==> src/rtl/tls3001_pkg.sv <==
// Shared definitions for the TLS3001 pixel feeder and serializer:
// field widths, channel selects, feeder FSM encoding and LED word packing.
package tls3001_pkg;

  localparam int CH_BITS   = 12;
  localparam int WORD_BITS = 39;
  localparam int LED_BITS  = 3 * CH_BITS;

  typedef enum logic [1:0] {
    CH_R    = 2'd0,
    CH_G    = 2'd1,
    CH_B    = 2'd2,
    CH_NONE = 2'd3
  } ch_sel_e;

  typedef enum logic [1:0] {
    ST_IDLE    = 2'd0,
    ST_FETCH   = 2'd1,
    ST_PRESENT = 2'd2
  } feeder_state_e;

  // Each channel is preceded by a zero start bit; the word goes out MSB first.
  function automatic logic [WORD_BITS-1:0] tls3001_format_word(
    input logic [CH_BITS-1:0] r,
    input logic [CH_BITS-1:0] g,
    input logic [CH_BITS-1:0] b
  );
    return {1'b0, r, 1'b0, g, 1'b0, b};
  endfunction

endpackage

==> src/rtl/tls3001_pixel_bank.sv <==
// Two pixel image banks with a per-channel write port and a registered read port.
// Bank contents are never reset; only the read register is.
module tls3001_pixel_bank
  import tls3001_pkg::*;
#(
  parameter int NUM_LEDS = 4,
  parameter int IDX_W    = 2
) (
  input  logic                i_clk,
  input  logic                i_rst,
  input  logic                i_wrEn,
  input  logic                i_wrBank,
  input  logic [IDX_W-1:0]    i_wrAddr,
  input  logic [1:0]          i_wrCh,
  input  logic [CH_BITS-1:0]  i_wrData,
  input  logic                i_rdEn,
  input  logic                i_rdBank,
  input  logic [IDX_W-1:0]    i_rdAddr,
  output logic [LED_BITS-1:0] o_rdData
);

  logic [LED_BITS-1:0] r_mem [2][NUM_LEDS];
  logic [LED_BITS-1:0] r_rdData;

  always_ff @(posedge i_clk) begin
    if (i_wrEn) begin
      case (i_wrCh)
        CH_R:    r_mem[i_wrBank][i_wrAddr][2*CH_BITS +: CH_BITS] <= i_wrData;
        CH_G:    r_mem[i_wrBank][i_wrAddr][CH_BITS +: CH_BITS]   <= i_wrData;
        CH_B:    r_mem[i_wrBank][i_wrAddr][0 +: CH_BITS]         <= i_wrData;
        default: ;
      endcase
    end
  end

  // Only loaded on request, so the caller can rely on it holding steady.
  always_ff @(posedge i_clk) begin
    if (i_rst) begin
      r_rdData <= '0;
    end else if (i_rdEn) begin
      r_rdData <= r_mem[i_rdBank][i_rdAddr];
    end
  end

  assign o_rdData = r_rdData;

endmodule

==> src/rtl/tls3001_pixel_feeder.sv <==
// Double-buffered pixel source for the TLS3001 serializer: host writes the back
// bank, frames stream from the front bank, and banks swap only at frame start.
module tls3001_pixel_feeder
  import tls3001_pkg::*;
#(
  parameter int NUM_LEDS = 4,
  parameter int ADDR_W   = 8
) (
  input  logic                 CLK_IN,
  input  logic                 RST_IN,
  input  logic                 WR_EN,
  input  logic [ADDR_W-1:0]    WR_ADDR,
  input  logic [1:0]           WR_CH,
  input  logic [CH_BITS-1:0]   WR_DATA,
  input  logic                 COMMIT,
  output logic                 COMMIT_PENDING,
  input  logic                 FRAME_REQ,
  output logic                 PIX_VALID,
  input  logic                 PIX_READY,
  output logic [WORD_BITS-1:0] PIX_DATA,
  output logic                 PIX_LAST,
  output logic                 BUSY
);

  localparam int                IDX_W     = (NUM_LEDS > 1) ? $clog2(NUM_LEDS) : 1;
  localparam logic [ADDR_W-1:0] LAST_IDX  = ADDR_W'(NUM_LEDS - 1);
  localparam logic [ADDR_W:0]   LED_COUNT = (ADDR_W + 1)'(NUM_LEDS);

  feeder_state_e       r_state;
  feeder_state_e       w_nextState;
  logic                r_front;
  logic                r_commitPending;
  logic [ADDR_W-1:0]   r_idx;
  logic                r_pixValid;
  logic                r_pixLast;
  logic                w_wrAccept;
  logic                w_frameStart;
  logic                w_fetch;
  logic                w_accept;
  logic                w_isLast;
  logic [LED_BITS-1:0] w_rdData;

  assign w_isLast   = (r_idx == LAST_IDX);
  assign w_wrAccept = WR_EN && ({1'b0, WR_ADDR} < LED_COUNT) && (WR_CH != CH_NONE);

  // Host writes use the pre-swap back bank, so a write in the swap cycle
  // lands in the bank that becomes front for the frame being started.
  tls3001_pixel_bank #(
    .NUM_LEDS (NUM_LEDS),
    .IDX_W    (IDX_W)
  ) u_bank (
    .i_clk    (CLK_IN),
    .i_rst    (RST_IN),
    .i_wrEn   (w_wrAccept),
    .i_wrBank (~r_front),
    .i_wrAddr (WR_ADDR[IDX_W-1:0]),
    .i_wrCh   (WR_CH),
    .i_wrData (WR_DATA),
    .i_rdEn   (w_fetch),
    .i_rdBank (r_front),
    .i_rdAddr (r_idx[IDX_W-1:0]),
    .o_rdData (w_rdData)
  );

  always_ff @(posedge CLK_IN) begin
    if (RST_IN) begin
      r_state <= ST_IDLE;
    end else begin
      r_state <= w_nextState;
    end
  end

  always_comb begin
    w_nextState  = r_state;
    w_frameStart = 1'b0;
    w_fetch      = 1'b0;
    w_accept     = 1'b0;
    case (r_state)
      ST_IDLE: begin
        if (FRAME_REQ) begin
          w_frameStart = 1'b1;
          w_nextState  = ST_FETCH;
        end
      end
      ST_FETCH: begin
        w_fetch     = 1'b1;
        w_nextState = ST_PRESENT;
      end
      ST_PRESENT: begin
        if (r_pixValid && PIX_READY) begin
          w_accept    = 1'b1;
          w_nextState = w_isLast ? ST_IDLE : ST_FETCH;
        end
      end
      default: w_nextState = ST_IDLE;
    endcase
  end

  // A commit seen together with the frame request swaps immediately instead of pending.
  always_ff @(posedge CLK_IN) begin
    if (RST_IN) begin
      r_front         <= 1'b0;
      r_commitPending <= 1'b0;
      r_idx           <= '0;
      r_pixValid      <= 1'b0;
      r_pixLast       <= 1'b0;
    end else begin
      if (w_frameStart) begin
        r_idx <= '0;
        if (r_commitPending || COMMIT) begin
          r_front         <= ~r_front;
          r_commitPending <= 1'b0;
        end
      end else if (COMMIT) begin
        r_commitPending <= 1'b1;
      end

      if (w_fetch) begin
        r_pixValid <= 1'b1;
        r_pixLast  <= w_isLast;
      end

      if (w_accept) begin
        r_pixValid <= 1'b0;
        r_pixLast  <= 1'b0;
        if (!w_isLast) begin
          r_idx <= r_idx + ADDR_W'(1);
        end
      end
    end
  end

  // The bank read register doubles as the output word register.
  assign PIX_DATA       = tls3001_format_word(w_rdData[2*CH_BITS +: CH_BITS],
                                              w_rdData[CH_BITS +: CH_BITS],
                                              w_rdData[0 +: CH_BITS]);
  assign PIX_VALID      = r_pixValid;
  assign PIX_LAST       = r_pixLast;
  assign COMMIT_PENDING = r_commitPending;
  assign BUSY           = (r_state != ST_IDLE);

endmodule

==> config.mk <==
export PLATFORM = sky130hd
export DESIGN_NAME = tls3001_pixel_feeder
export DESIGN_NICKNAME = d
export VERILOG_FILES = /design/src/rtl/tls3001_pkg.sv /design/src/rtl/tls3001_pixel_bank.sv /design/src/rtl/tls3001_pixel_feeder.sv
export SDC_FILE = /design/constraint.sdc
export NUM_CORES = 1
export LEC_CHECK = 0
export ABC_AREA = 1
export BUFFER_PORTS_ARGS = -buffer_cell sky130_fd_sc_hd__buf_2
export CAP_MARGIN = 20
export CORE_UTILIZATION = 59
export CTS_CLUSTER_DIAMETER = 30
export DETAILED_ROUTE_END_ITERATION = 10
export PLACE_DENSITY_LB_ADDON = 0.1
export SLEW_MARGIN = 25
export SYNTH_ARGS = -nofsm -noshare
export SYNTH_HDL_FRONTEND = slang
export SYNTH_SLANG_ARGS = --single-unit
==> constraint.sdc <==
create_clock -name CLK_IN -period 2.6 [get_ports CLK_IN]
set_clock_uncertainty 0.05 [all_clocks]
set_input_delay 0 -clock CLK_IN [delete_from_list [all_inputs] [get_ports CLK_IN]]
set_output_delay 0 -clock CLK_IN [all_outputs]
set_load 0.02 [all_outputs]
# [Word level (Yosys, flattened, before mapping)]
# Memories as Yosys holds them, arrays and structs flattened. A register that Yosys moved wholly into a read port is not among the register bits.
# Cells that the tools add are included.
[word_totals] reg_bits=50 latchBits=0 ram_bits=288 mem_bits_ro=0 in_bits=28 output_inout_bits=43 wordCells=649 memories=1
[classes] n_addsub=1 n_mul=0 div=0 n_lt_le_gt_ge=4 n_eq_ne=9 n_shift=0 mux=323 bitwise=291 n_reduce_logical=13
[mem_list] memory="u_bank.r_mem" words=2 word_bits=144 read_ports=1 rd_clocked_by_memory_dff=1 write_ports=1 line_no="tls3001_pixel_bank.sv:22" source="logic [LED_BITS-1:0] r_mem [2][NUM_LEDS];"
[ops] cell="2-to-1 mux 144 bit" count=3
[ops] cell="2-to-1 mux 1 bit" count=305
[ops] cell="bitwise OR 1 bit" count=288
[ops] cell="demux 36 bit (select 2 bit)" count=3
[ops] cell="2-to-1 mux 36 bit" count=3
[ops] cell="binary-select mux 36 bit (select 2 bit)" count=1
[ops] cell="2-to-1 mux 24 bit" count=1
[ops] cell="2-to-1 mux 8 bit" count=3
[ops] cell="2-to-1 mux 12 bit" count=1
[ops] cell="adder 8 x 1 -> 8 bit, second input constant" count=1
[ops] cell="== test 8 x 2 -> 1 bit, second input constant" count=1
[ops] cell="< comparator 8 x 3 -> 1 bit, second input constant" count=1
[ops] cell="greater-or-equal comparator 3 bit, second input constant" count=2
[ops] cell="inequality test 2 bit, second input constant" count=3
[ops] cell="NOT 2 -> 3 bit" count=2
[ops] cell="case mux 2 bit (3 select lines)" count=1
[ops] cell="AND reduction 2 bit" count=3
[ops] cell="== test 2 x 1 -> 1 bit, second input constant" count=2
[ops] cell="== test 2 bit, second input constant" count=2
[ops] cell="logical AND 1 bit" count=4
[ops] cell="zero test 2 bit" count=2
[ops] cell="2-to-1 mux 2 bit" count=2
[ops] cell="nonzero test 2 bit" count=2
[ops] cell="< comparator 3 x 1 -> 1 bit, second input constant" count=1
[ops] cell="other kinds (4)" count=4

# [Longest topological paths before layout]
[logic_depth] word_depth=8 mapped_depth=9 depth_no_buf=8

# [By module]
# A second synthesis with hierarchy kept.
[hier_totals] hier_cells=1446 area_unflattened_um2=14392.6
[by_module_without_submodules] module="tls3001_pixel_bank" n_inst=1 cells_each=1335 area_per_inst_um2=13646.8 seq_area_each_um2=9369.0
[by_module_without_submodules] module="tls3001_pixel_feeder" n_inst=1 cells_each=111 area_per_inst_um2=745.7 seq_area_each_um2=280.3

# [Least setup slack after synthesis]
# No wires, ideal clock.
[synth_path] kind="input to register" startpoint="input port WR_ADDR[2]" endpoint="memory u_bank.r_mem[0][24] (netlist bit), enable pin" setup_time_ns=0.396 t_arrival_ns=1.548 t_required_ns=2.154 setup_slack_ns=0.606 stages=3 path_buffers=0 path_cell_list="nor3b_2 > nand4_4 > nor3_1"
[synth_via] elab_chain_cells=7 elab_cells_between_ends=11 classes_between="order compare: 1; mux: 6; bitwise: 2; reduce/logical: 2"
[synth_rtl] item="start: declaration" line_no="tls3001_pixel_feeder.sv:12" source="input logic [ADDR_W-1:0] WR_ADDR,"
[synth_rtl] item="< comparator 8 x 3 -> 1 bit (*)" line_no="tls3001_pixel_feeder.sv:44" source="assign w_wrAccept = WR_EN && ({1'b0, WR_ADDR} < LED_COUNT) && (WR_CH != CH_NONE);"
[synth_rtl] item="logical AND 1 bit (*) (2 in series)" line_no="tls3001_pixel_feeder.sv:44"
[synth_rtl] item="2-to-1 mux 1 bit" line_no="tls3001_pixel_bank.sv:26" source="if (i_wrEn) begin"
[synth_rtl] item="2-to-1 mux 144 bit, on equally long branches" line_no="tls3001_pixel_bank.sv:28, tls3001_pixel_bank.sv:29"
[synth_rtl] item="bitwise OR 1 bit (no line)"
[synth_rtl] item="bitwise OR 1 bit (no line) (*)"
[synth_rtl] item="end: declaration" line_no="tls3001_pixel_bank.sv:22"
# Every way passes the cells marked *; elsewhere a longest branch is shown, timed or not.

==> PnR_summary.wiki <==
{| class="wikitable"
! Metric !! Value
|-
| # fillers || 1,559
|-
| Final slew viol count || 0
|-
| Start point of the worst hold path || WR_CH[1]
|-
| Initial DRT Pass Iterations || 6
|-
| Most used standard cells in the synthesized netlist || 397 x sky130_fd_sc_hd__nand2_1, 288 x sky130_fd_sc_hd__edfxtp_1, 165 x sky130_fd_sc_hd__inv_1
|-
| RSZ-0062 raised after global routing || false
|-
| Remaining global-route overflow || 0
|-
| Wire length of the first global-routing pass || 54,100 um
|-
| Final hold violation count || 0
|-
| Number of design rule violations left after detail routing || 0
|-
| Class of the worst hold path || input port to register
|-
| Largest net degree at the start of global routing || 79
|-
| Final antenna diode count || 0
|-
| Number of buffers inserted during clock tree synthesis || 61
|-
| Number of instances resized during post-cts repair || 0
|-
| Crit path largest cell delay || 0.45 ns
|-
| Clock sink count || 339
|-
| Biggest area consumer among synthesized cells || sky130_fd_sc_hd__edfxtp_1
|-
| Critical path launch point type || register
|-
| Proportion of register bits with asynchronous set or reset after synthesis || 0%
|-
| Overall track demand over capacity in global routing || 29.6%
|-
| Final weighted congestion of routability-driven global placement || 0.823
|-
| P&R area growth vs syn || 23.3%
|-
| Synth warn || 0
|-
| Run status || finished clean
|-
| Cell with the most instances after synthesis || sky130_fd_sc_hd__nand2_1
|-
| Required time of the critical path || 3.03 ns
|-
| Main synth FF type || sky130_fd_sc_hd__edfxtp_1
|-
| Number of antenna violations at the first check in global routing || 0
|-
| TritonCTS clock tree || yes
|-
| Core area || 23,500 sq um
|-
| Worst EP arrival || 2.33 ns
|-
| Area taken by multi-input logic gates || 3510 sq um
|-
| Power Density || 889 nW/um^2
|-
| Gate Count Post-Synth || 1,370
|-
| Starting utilization of the core area || 60.1%
|-
| Total via count after detailed routing || 10,100
|-
| Layout cell share with drive strength beyond 1 || 17.0%
|-
| Total setup buffers inserted after CTS || 0
|-
| Total routed wirelength || 34,800 um
|-
| Number of vias per cell after detailed routing || 5.39
|-
| Tightest Pin Transition || 0.781 ns
|-
| Leakage power total || 7.28 nW
|-
| Buffer depth of the longest clock path || 3
|-
| Root Driver || sky130_fd_sc_hd__clkbuf_16
|-
| Number of enable-type register cells in the synthesized netlist || 288
|-
| Max capacitance violation total || 0
|-
| Portion of synthesized cell area occupied by the leading cell type || 61.3%
|-
| Hold buffer count at CTS || 18
|-
| Number of storage elements in the synthesis netlist || 339
|-
| Final critical path time including I/O delays and setup || 1.89 ns
|-
| Area of all sequential standard cells || 9670 sq um
|-
| Portion of the clock cycle consumed by the worst path in the final layout || 72.8%
|-
| Clock slew at the register clock pins of the worst setup and hold paths || 0.05 ns
|-
| End-of-flow core utilization || 74.1%
|-
| Achievable clock frequency || 528 MHz
|-
| Placed wire-length estimate || 19,800 um
|-
| Combined area of all synthesized cells || 14,100 sq um
|-
| Worst Path Max Fanout || 36
|-
| Setup TNS Final || 0 ns
|-
| Cell at the slowest stage of the critical path || sky130_fd_sc_hd__dfxtp_4
|-
| Worst Setup End Kind || register
|-
| Total I/O pin count || 71
|-
| Final setup violation count || 0
|-
| X dimension of the die || 157 um
|-
| Insertion delay to the later sink of the worst-skew pair || 0.58 ns
|-
| Antenna-violating nets left || 0
|-
| Yosys cell types || 24
|-
| Nets || 1,523
|-
| Share of synthesized area occupied by flip-flops and latches || 68.6%
|-
| Initial DRC Count || 1,032
|-
| Die height || 157 um
|-
| Leading cell types by total area after synthesis || sky130_fd_sc_hd__edfxtp_1 61%, sky130_fd_sc_hd__nand2_1 11%, sky130_fd_sc_hd__dfxtp_1 7.2%, sky130_fd_sc_hd__nand3_1 5.8%, sky130_fd_sc_hd__inv_1 4.4%
|-
| Quantity of I/O buffers inserted on ports || 67
|-
| Cells along the critical path || inv_4 -> buf_4 -> nand2_1 -> nand2_1 -> nand2_1 -> nand3_1 -> nand2_1 -> a21oi_1
|-
| Standard-cell row count || 56
|-
| CP Class || register to register
|-
| Cell repeated most along the worst path || sky130_fd_sc_hd__nand2_1
|-
| Number of levels in the clock H-tree || 2
|-
| Die area || 24,500 sq um
|-
| Routed WL per cell || 18.7 um
|-
| Mean instance size in the synthesized netlist || 10.3 sq um
|-
| Via count of the first global-routing pass || 9,851
|-
| Largest vdd supply drop || 0.584 mV
|-
| Slew headroom || 47.9%
|}
==> final timing paths <==
check / to / slack (ns) / cells after the start
setup / recovery: u_bank.o_rdData[17] / 0.71 / 8
hold / removal: u_bank.r_mem[1][1] / 0.06 / 4
setup reg to reg: u_bank.o_rdData[17] / 0.71 / 8
hold reg to reg: PIX_LAST / 0.44 / 2
==> state kept, by name, indices dropped and copies added (netlist names), named ones only <==
| register | count |
|---|---|
| COMMIT_PENDING | 1 |
| PIX_LAST | 1 |
| PIX_VALID | 1 |
| r_front | 1 |
| r_idx | 8 |
| r_state | 2 |
| u_bank.o_rdData | 36 |
| u_bank.r_mem | 288 |
==> cell type report <==
| cell class | count | share of cell area, % |
|---|---|---|
| multi-input combinational | 794 | 20.2 |
| sequential | 339 | 55.6 |
| clock inverter | 44 | 3.71 |
| clock buffer | 71 | 9.41 |
| tap | 319 | 2.30 |
| inverter | 168 | 3.64 |
| timing repair buffer | 130 | 5.12 |
==> logic make-up after synthesis <==
kind of cell	synth area share, %
and+or+nand+nor	21.0
DFF	68.6
buffers and inverters	6.93
AOI/OAI and AO/OA	3.28
xor gates and xnor gates	0.0621
adders and majority gates	0.0887
other	0.0266
==> cell usage in the layout (no fill, tap or decap), types with 10 or more instances in the layout <==
cell type and n:
sky130_fd_sc_hd__edfxtp_1 288, sky130_fd_sc_hd__clkinvlp_4 10, sky130_fd_sc_hd__or2_2 29, sky130_fd_sc_hd__buf_4 42, sky130_fd_sc_hd__bufinv_16 15, sky130_fd_sc_hd__dlygate4sd3_1 18, sky130_fd_sc_hd__clkbuf_16 63, sky130_fd_sc_hd__buf_2 67
sky130_fd_sc_hd__nand3_1 163, sky130_fd_sc_hd__inv_1 165, sky130_fd_sc_hd__dfxtp_1 49, sky130_fd_sc_hd__nand2_1 397, sky130_fd_sc_hd__nor2_1 86, sky130_fd_sc_hd__o21ai_0 43, sky130_fd_sc_hd__a21oi_1 48
==> metal layers <==
metal  up-vias  GRT usage (%)  part of all wire (%)
met2       453           49.8                    49
met5         -              0                     0
met1      4752           39.3                    40
li1       4777              -                     -
met4         0           9.94                   2.2
met3        68           5.01                   7.8
==> critical path: cells and delay by family, from the launching register on <==
family | cells | cell delay (ns)
AOI/OAI and AO/OA | 1 | 0.16
buffers and inverters | 2 | 0.65
DFF | 1 | 0.45
and+or+nand+nor | 5 | 0.46
==> through the flow <==
step / hold slack (ns) / cell area [sq um] / std cells / total power, mW / setup slack, ns
finish: 0.0568 / 17400 / 1865 / 15.5 / 0.707
global route: 0.0482 / 17400 / 1865 / 15.8 / 0.609
CTS: 0.0300 / 17400 / 1865 / 15.5 / 0.726
detailed placement: 0.241 / 14900 / 1732 / 6.85 / 0.773
global placement: 0.217 / 14900 / 1732 / 6.84 / 0.800
floorplan: 0.0489 / 14100 / 1372 / 6.55 / 0.606
==> power by group <==
part | total (mW) | switching, mW | leakage [nW] | internal (mW)
Sequential | 6.01 | 0.0489 | 3.01 | 5.96
Combinational | 0.773 | 0.552 | 3.19 | 0.221
Clock | 8.68 | 2.70 | 1.08 | 5.98
(Power assumes the default switching activity.)
